## src/rtl/tid_retire_tracker.sv

```systemverilog
// Retirement tracker for CGRA thread launches: bitmap of retired TIDs, in-order watermark and done.
// Optional idle watchdog compiled in with `define RETIRE_TIMEOUT_EN.
module tid_retire_tracker #(
  parameter int unsigned TOTAL_TID      = 512,
  parameter int unsigned TIMEOUT_CYCLES = 1024,
  parameter int unsigned TW             = $clog2(TOTAL_TID + 1)
) (
  input  logic          clk,
  input  logic          rst_n,
  input  logic          enable,
  input  logic          clr,
  input  logic [TW-1:0] max_tid,
  input  logic          retire_valid,
  input  logic [TW-1:0] retire_tid,
  output logic          retire_ready,
  output logic [TW-1:0] retired_count,
  output logic [TW-1:0] commit_tid,
  output logic          done,
  output logic          dup_err,
  output logic          range_err,
  output logic          timeout
);

  localparam int unsigned IW = (TOTAL_TID > 1) ? $clog2(TOTAL_TID) : 1;
  localparam logic [TW-1:0] MaxLegal = TW'(TOTAL_TID - 1);

  typedef enum logic [1:0] {StIdle, StActive, StDone} state_e;

  state_e               state_q, state_d;
  logic [TOTAL_TID-1:0] bitmap_q, bitmap_d;
  logic [TW-1:0]        max_q, max_d;
  logic [TW-1:0]        count_q, count_d;
  logic [TW-1:0]        commit_q, commit_d;
  logic                 done_q, done_d;
  logic                 dup_q, dup_d;
  logic                 range_q, range_d;

  logic          accept;
  logic          commit_hit;
  logic [IW-1:0] tid_idx;
  logic [IW-1:0] commit_idx;

  assign retire_ready = (state_q == StActive) && enable;
  // clr wins over a coincident notification
  assign accept       = retire_valid && retire_ready && !clr;
  assign tid_idx      = retire_tid[IW-1:0];
  assign commit_idx   = commit_q[IW-1:0];
  // Bound check guards the index once the watermark has passed max_q
  assign commit_hit   = (commit_q <= max_q) && bitmap_q[commit_idx];

  always_comb begin
    state_d  = state_q;
    bitmap_d = bitmap_q;
    max_d    = max_q;
    count_d  = count_q;
    commit_d = commit_q;
    done_d   = done_q;
    dup_d    = dup_q;
    range_d  = range_q;
    if (clr) begin
      state_d  = StIdle;
      bitmap_d = '0;
      count_d  = '0;
      commit_d = '0;
      done_d   = 1'b0;
      dup_d    = 1'b0;
      range_d  = 1'b0;
    end else begin
      unique case (state_q)
        StIdle: begin
          if (enable) begin
            state_d = StActive;
            if (max_tid >= TW'(TOTAL_TID)) begin
              max_d   = MaxLegal;
              range_d = 1'b1;
            end else begin
              max_d = max_tid;
            end
          end
        end
        StActive, StDone: begin
          if (commit_hit) begin
            commit_d = commit_q + TW'(1);
          end
          if (accept) begin
            if (retire_tid > max_q) begin
              range_d = 1'b1;
            end else if (bitmap_q[tid_idx]) begin
              dup_d = 1'b1;
            end else begin
              bitmap_d[tid_idx] = 1'b1;
              count_d           = count_q + TW'(1);
              if (count_q == max_q) begin
                state_d = StDone;
                done_d  = 1'b1;
              end
            end
          end
        end
        default: state_d = StIdle;
      endcase
    end
  end

  always_ff @(posedge clk or negedge rst_n) begin
    if (!rst_n) begin
      state_q  <= StIdle;
      bitmap_q <= '0;
      max_q    <= '0;
      count_q  <= '0;
      commit_q <= '0;
      done_q   <= 1'b0;
      dup_q    <= 1'b0;
      range_q  <= 1'b0;
    end else begin
      state_q  <= state_d;
      bitmap_q <= bitmap_d;
      max_q    <= max_d;
      count_q  <= count_d;
      commit_q <= commit_d;
      done_q   <= done_d;
      dup_q    <= dup_d;
      range_q  <= range_d;
    end
  end

  assign retired_count = count_q;
  assign commit_tid    = commit_q;
  assign done          = done_q;
  assign dup_err       = dup_q;
  assign range_err     = range_q;

`ifdef RETIRE_TIMEOUT_EN
  logic [31:0] idle_q, idle_d;
  logic        timeout_q, timeout_d;

  always_comb begin
    idle_d    = idle_q;
    timeout_d = timeout_q;
    if (clr) begin
      idle_d    = '0;
      timeout_d = 1'b0;
    end else if (state_q != StActive) begin
      idle_d = '0;
    end else if (enable) begin
      if (accept) begin
        idle_d = '0;
      end else if (idle_q != '1) begin
        idle_d = idle_q + 32'd1;
      end
      if (idle_d >= TIMEOUT_CYCLES) begin
        timeout_d = 1'b1;
      end
    end
  end

  always_ff @(posedge clk or negedge rst_n) begin
    if (!rst_n) begin
      idle_q    <= '0;
      timeout_q <= 1'b0;
    end else begin
      idle_q    <= idle_d;
      timeout_q <= timeout_d;
    end
  end

  assign timeout = timeout_q;
`else
  // Watchdog not built; parameter kept so both builds share one interface
  logic unused_timeout_cfg;
  assign unused_timeout_cfg = |TIMEOUT_CYCLES;
  assign timeout = 1'b0;
`endif

endmodule

```

## config.mk

```make
export PLATFORM = sky130hd
export DESIGN_NAME = tid_retire_tracker
export DESIGN_NICKNAME = d
export VERILOG_FILES = /design/src/rtl/tid_retire_tracker.sv
export SDC_FILE = /design/constraint.sdc
export NUM_CORES = 1
export LEC_CHECK = 0
export BUFFER_PORTS_ARGS = -buffer_cell sky130_fd_sc_hd__buf_4
export CAP_MARGIN = 10
export CORE_UTILIZATION = 25
export DETAILED_ROUTE_END_ITERATION = 7
export HOLD_SLACK_MARGIN = 0.06
export SKIP_LAST_GASP = 1
export SLEW_MARGIN = 20
export SYNTH_ARGS = -nofsm -noshare
export SYNTH_HDL_FRONTEND = slang
export SYNTH_SLANG_ARGS = --single-unit
```

## constraint.sdc

```tcl
create_clock -name clk -period 9.9 [get_ports clk]
set_input_delay 1.485 -clock clk [delete_from_list [all_inputs] [get_ports clk]]
set_output_delay 1.485 -clock clk [all_outputs]
set_load 0.01 [all_outputs]
```

After elaboration in Yosys (flattened, before gate mapping)
Index checks and enable logic that the tools add are counted.

Word-level logic and storage cells: 95. Bits in registers: 547.

$add $sub $neg: 2. $lt $le $gt $ge: 6. Bitwise operators: 2. Equal/unequal tests: 12. Reductions and logical operators: 21. Mux-type cells: 44.

Operators by type and width (count): two-way mux 512 bit (5); bitwise OR 512 bit (1); two-way mux 10 bit (9); != test 3 bit, second input constant (7); adder 10 x 1 -> 10 bit, second input constant (2); less-than comparator 9 x 10 -> 1 bit, second input constant (2); two-way mux 1 bit (19); binary-select mux 1 bit (select 9 bit) (2); AND reduction 5 bit (3); two-way mux 2 bit (6); == test 10 bit (1); >= comparator 10 bit, second input constant (1); greater-than comparator 10 bit (1); <= comparator 10 bit (1); nonzero test 2 bit (5); demux 1 bit (select 9 bit) (1); >= comparator 9 x 1 -> 1 bit, second input constant (1); AND reduction 4 bit (2); logical AND 1 bit (5); != test 2 bit, second input constant (2); one-hot mux 2 bit (2 select lines) (1); AND reduction 3 bit (1); nonzero test 3 bit (1); == test 2 x 1 -> 1 bit, second input constant (1); other kinds (7) (7).

Logic depth before layout (Yosys ltp)
Depth in word-level cells: 10. Gate-level depth with buffers: 17.

Worst setup path after synthesis
OpenSTA, ideal clock, no wires.

Kind: in2reg. From: in retire_tid[3]. To: reg bitmap_q[327]. Slack: 5.528 ns. Stages: 13. Data arrival time: 4.294 ns. Buffers on the path: 5. Setup time: 0.078 ns. Path through: buf_2 -> buf_2 -> buf_1 -> mux4_2 -> mux2i_1 -> a21oi_1 -> o41ai_1 -> o22ai_2 -> nor3_4 -> buf_6 -> nand4_4 -> buf_2 -> o2bb2ai_1.

Longest elaborated chain between the ends: 10. Elaborated cells between the ends (all ways): 17.

Ends and longest elaborated chain: from (decl) (RTL line 14) `input logic [TW-1:0] retire_tid,`; less-than comparator 9 x 10 -> 1 bit (not written as such) / >= comparator 9 x 1 -> 1 bit (equally long branches) (RTL line 91) `bitmap_d[tid_idx] = 1'b1;`; logical AND 1 bit (not written as such) (RTL line 91); two-way mux 1 bit (not written as such) (RTL line 91); demux 1 bit (select 9 bit) (RTL line 91); bitwise OR 512 bit (no source line); two-way mux 512 bit (RTL line 88) `end else if (bitmap_q[tid_idx]) begin`; two-way mux 512 bit (RTL line 86) `if (retire_tid > max_q) begin`; two-way mux 512 bit (RTL line 85) `if (accept) begin`; two-way mux 512 bit (RTL line 69) `unique case (state_q)`; two-way mux 512 bit (RTL line 60) `if (clr) begin`; to (signal assigned) (RTL line 117) `bitmap_q <= bitmap_d;`; to (decl) (RTL line 30) `logic [TOTAL_TID-1:0] bitmap_q, bitmap_d;`.

Parallel ways exist; a longest one is shown, timed or not. The select of a mux whose other input is x is not followed. A chain may end at the register's enable or synchronous reset.

Worst setup path in the final report
From: in retire_tid[1]. To: reg bitmap_q[47].

Same word-level chain as after synthesis.

==> impl_results.md <==
* Synth unique cells at 79
* H-tree levels at 2
* Top FF cell, synth: dfrtp_1
* Layout cell share with drive strength beyond 1 at 0.2004
* Area of the multi-input gates at 14,290 um^2
* Setup TNS at 0 ns
* # IOs at 50
* Hold path startpoint: dup_err$_DFFE_PN0P_
* Tmin final at 6.633 ns
* RSZ-0062 raised after global routing: no
* Power per cell area at 150.3 nW/um^2
* Die Span Y at 344.3 um
* Number of global-route vias before repair at 21,580
* Die Area at 118,600 um^2
* TritonCTS clock tree: built
* Post-synth EDFFs at 0
* First-pass DRT Iterations at 5
* Hold Fails Final Rpt at 0
* Register area at 13,700 um^2
* Worst Path Arrival at 7.15 ns
* Crit Path Class: primary input to flop
* Syn Area/Cell at 12.88 um^2
* Post-DP HPWL at 56,280 um
* Cells after Synth at 2,275
* Share of the synthesized area in the top cell type at 0.4672
* CP top delay family: compound AO/OA/AOI/OAI gates
* Final Max Tran Viols at 0
* Remaining Overflow, GRT at 0
* Synth-to-Final Area Change at 12.53%
* Yosys reg bits at 547
* Max Cap Violations at 0
* Depth of the worst register-to-register path at 10
* Largest net degree at the start of global routing at 212
* Worst setup SP type: primary input
* Slew margin rel. at 0.2335
* Status: completed
* Overall routing resource usage at 0.1639
* FF-to-FF End: commit_tid[9]$_DFFE_PN0P_
* Net count, final at 2,227
* Crit. End Element: flop
* RR Startpoint: commit_tid[0]$_DFFE_PN0P_
* Clock Skews at 0.03072 ns
* Sequential share of the synthesized area at 0.4672
* Worst Hold Depth at 1
* # DRC at 0
* Delay of the slowest critical-path stage at 0.95 ns
* Vias post-DR at 21,700
* Worst-Margin Slew at 1.150 ns
* Global-route wire length before repair at 148,300 um
* Post-route ant nets at 0
* Detailed Route Iter0 Violations at 2,741
* Via density at 5.789
* Worst Hold Class: flop to flop
* Clk slew on worst S/H paths at 0.06 ns
* Crit path max fanout at 76
* Worst path slowest cell: a2111oi_1
* Final worst-path cycle share at 0.6700
* Clock latency on the worst-skew pair at 0.66 ns
* Most common cell on crit path: buf_8
* Finish-stage setup viols at 0
* Util after Layout at 0.2837
* Worst path bufs/invs at 3
* Synth area leaders: dfrtp_1 47%, mux4_2 16%, o2bb2ai_1 15%, mux2i_1 4.4%, buf_2 1.6%
* Setup repair bufs after CTS at 0
* Syn_nets at 2,324
* Critical Path RT at 10.42 ns
* Die width at 344.3 um
* DR WL/cell at 26.09 um
* Yosys warning count at 0
* Clock root buffer master: clkbuf_16
* Reg2reg setup slack at 4.87 ns
* Hold Buf Count CTS at 0
* Post-Synthesis Cell Area at 29,300 um^2
* Post-synthesis async set-or-reset flop share at 1.000
* Leading area contributor after synthesis: dfrtp_1
* Leakage at 12.72 nW
* Post-CTS Resized at 0
* CTS Sinks at 547
* Count of input and output buffers at 48
* CTS buffer count at 60
* Global placer's final weighted congestion at 0.8378
* FILL cells at 11,760
* Initial antenna violation count at 0
* Starting Density at 0.2521
* Ant. Diodes at 0
* Critical path cell sequence: buf_8 > buf_4 > mux4_2 > a22oi_1 > nand2_1 > a2111oi_1 > o22ai_2 > nor3_4 > buf_8 > nand4_4 > o2bb2ai_1
* Max Freq at 0.1508 GHz
* Core ar. at 116,200 um^2
* Final wirelength at 97,800 um
* Hold EP: dup_err$_DFFE_PN0P_
* Maximum vdd drop at 0.1404 mV
* Row count at 125
* Longest Clk Path Bufs at 3
-- final cells by class --
type,instances,area share
Multi-Input combinational cell,1440,0.4333
Sequential cell,547,0.4156
Tap cell,1524,0.05784
Clock buffer,88,0.05511
Timing Repair Buffer,92,0.02391
Clock inverter,21,0.009754
Inverter,37,0.004441
-- stage by stage --
stage / setup WS [ns] / hold slack (ns) / area, um^2 / cells / power, mW
CTS: 3.022 / 0.4999 / 32950 / 3748 / 4.983
detailed placement: 2.342 / 0.4864 / 30810 / 3639 / 2.579
global placement: 2.340 / 0.4826 / 30810 / 3639 / 2.577
global route: 3.129 / 0.5106 / 32970 / 3749 / 5.101
floorplan: 5.528 / 0.4658 / 29300 / 2275 / 2.453
finish: 3.267 / 0.4904 / 32970 / 3749 / 4.955
-- where the power goes --
group | switching (mW) | internal, mW | total [mW]
Combinational | 0.218 | 0.0725 | 0.290
Clock | 0.968 | 1.45 | 2.42
Sequential | 0.00696 | 2.24 | 2.25
-- sequential cells by signal, summed over array words and instances, names as in the netlist --
name,flops
bitmap_q,512
commit_tid,10
done,1
dup_err,1
max_q,10
range_err,1
retired_count,10
state_q,2
-- logic make-up after synthesis --
kind of cell,count (synthesis),share of synthesized area
and+or+nand+nor,316,0.05774
DFF,547,0.4672
other,1,0.0001280
muxes,345,0.2071
AOI/OAI and AO/OA,733,0.2057
xor gates and xnor gates,21,0.006278
adders and majority gates,24,0.01025
buffers and inverters,288,0.04553
-- cells in the mapped netlist, drive strengths merged (4+ instances only) --
| master | number |
|---|---|
| dfrtp | 547 |
| o2bb2ai | 506 |
| mux4 | 208 |
| buf | 131 |
| mux2i | 128 |
| clkbuf | 120 |
| nand2 | 99 |
| a22oi | 56 |
| a21oi | 51 |
| nor2 | 48 |
| nand3 | 43 |
| inv | 35 |
| ha | 24 |
| nand4 | 24 |
| nor3 | 23 |
| o21ai | 21 |
| nor2b | 16 |
| o22ai | 15 |
| nor4 | 13 |
| xnor2 | 12 |
| and2 | 11 |
| a22o | 10 |
| a211oi | 9 |
| mux2 | 9 |
| o211ai | 9 |
| xor2 | 9 |
| nand2b | 8 |
| or3 | 7 |
| a2111oi | 6 |
| a21o | 6 |
| nor3b | 5 |
| o311ai | 5 |
| a41oi | 4 |
| and3 | 4 |
| nand3b | 4 |
-- cells in the final DEF (no fill, tap or decap), types with 20 or more instances in the layout --
| cell type | instances |
|---|---|
| a21oi_1 | 51 |
| a22oi_1 | 56 |
| buf_4 | 83 |
| clkbuf_16 | 60 |
| clkbuf_8 | 21 |
| dfrtp_1 | 543 |
| ha_1 | 24 |
| inv_1 | 33 |
| mux2i_1 | 128 |
| mux4_2 | 208 |
| nand2_1 | 99 |
| nand3_1 | 31 |
| nand4_1 | 21 |
| nor2_1 | 46 |
| nor3_1 | 22 |
| o21ai_0 | 20 |
| o2bb2ai_1 | 506 |
-- worst register-to-register path, stage by stage, from the launching register on --
cell and delay, ns:
dfrtp_4 0.81, buf_4 0.81, inv_1 0.74, o311ai_0 0.76, a211oi_1 0.27, nor4_1 0.49, o211ai_1 0.16, buf_4 0.21
nor4_1 0.43, xnor2_1 0.17, nor2_1 0.05
-- worst max path at each step --
stage | start | end | slack (ns) | cells past startpoint
final | retire_tid[1] | bitmap_q[47]$_DFFE_PN0P_ | 3.27 | 11
after global routing | retire_tid[1] | bitmap_q[507]$_DFFE_PN0P_ | 3.13 | 11
after CTS | retire_tid[1] | bitmap_q[100]$_DFFE_PN0P_ | 3.02 | 11
after detailed placement | retire_tid[1] | bitmap_q[388]$_DFFE_PN0P_ | 2.34 | 11
after global placement | retire_tid[0] | bitmap_q[20]$_DFFE_PN0P_ | 2.34 | 11
after floorplan | retire_tid[3] | bitmap_q[327]$_DFFE_PN0P_ | 5.53 | 13
-- metal layers --
layer,GRT usage,routed length [um],vias up
li1,-,-,8938
met1,0.2323,41750,11430
met2,0.2464,43590,1105
met3,0.03213,8754,231
met4,0.06066,3714,0
met5,0,0,-
Note: power is estimated with default switching activity, not from simulation.
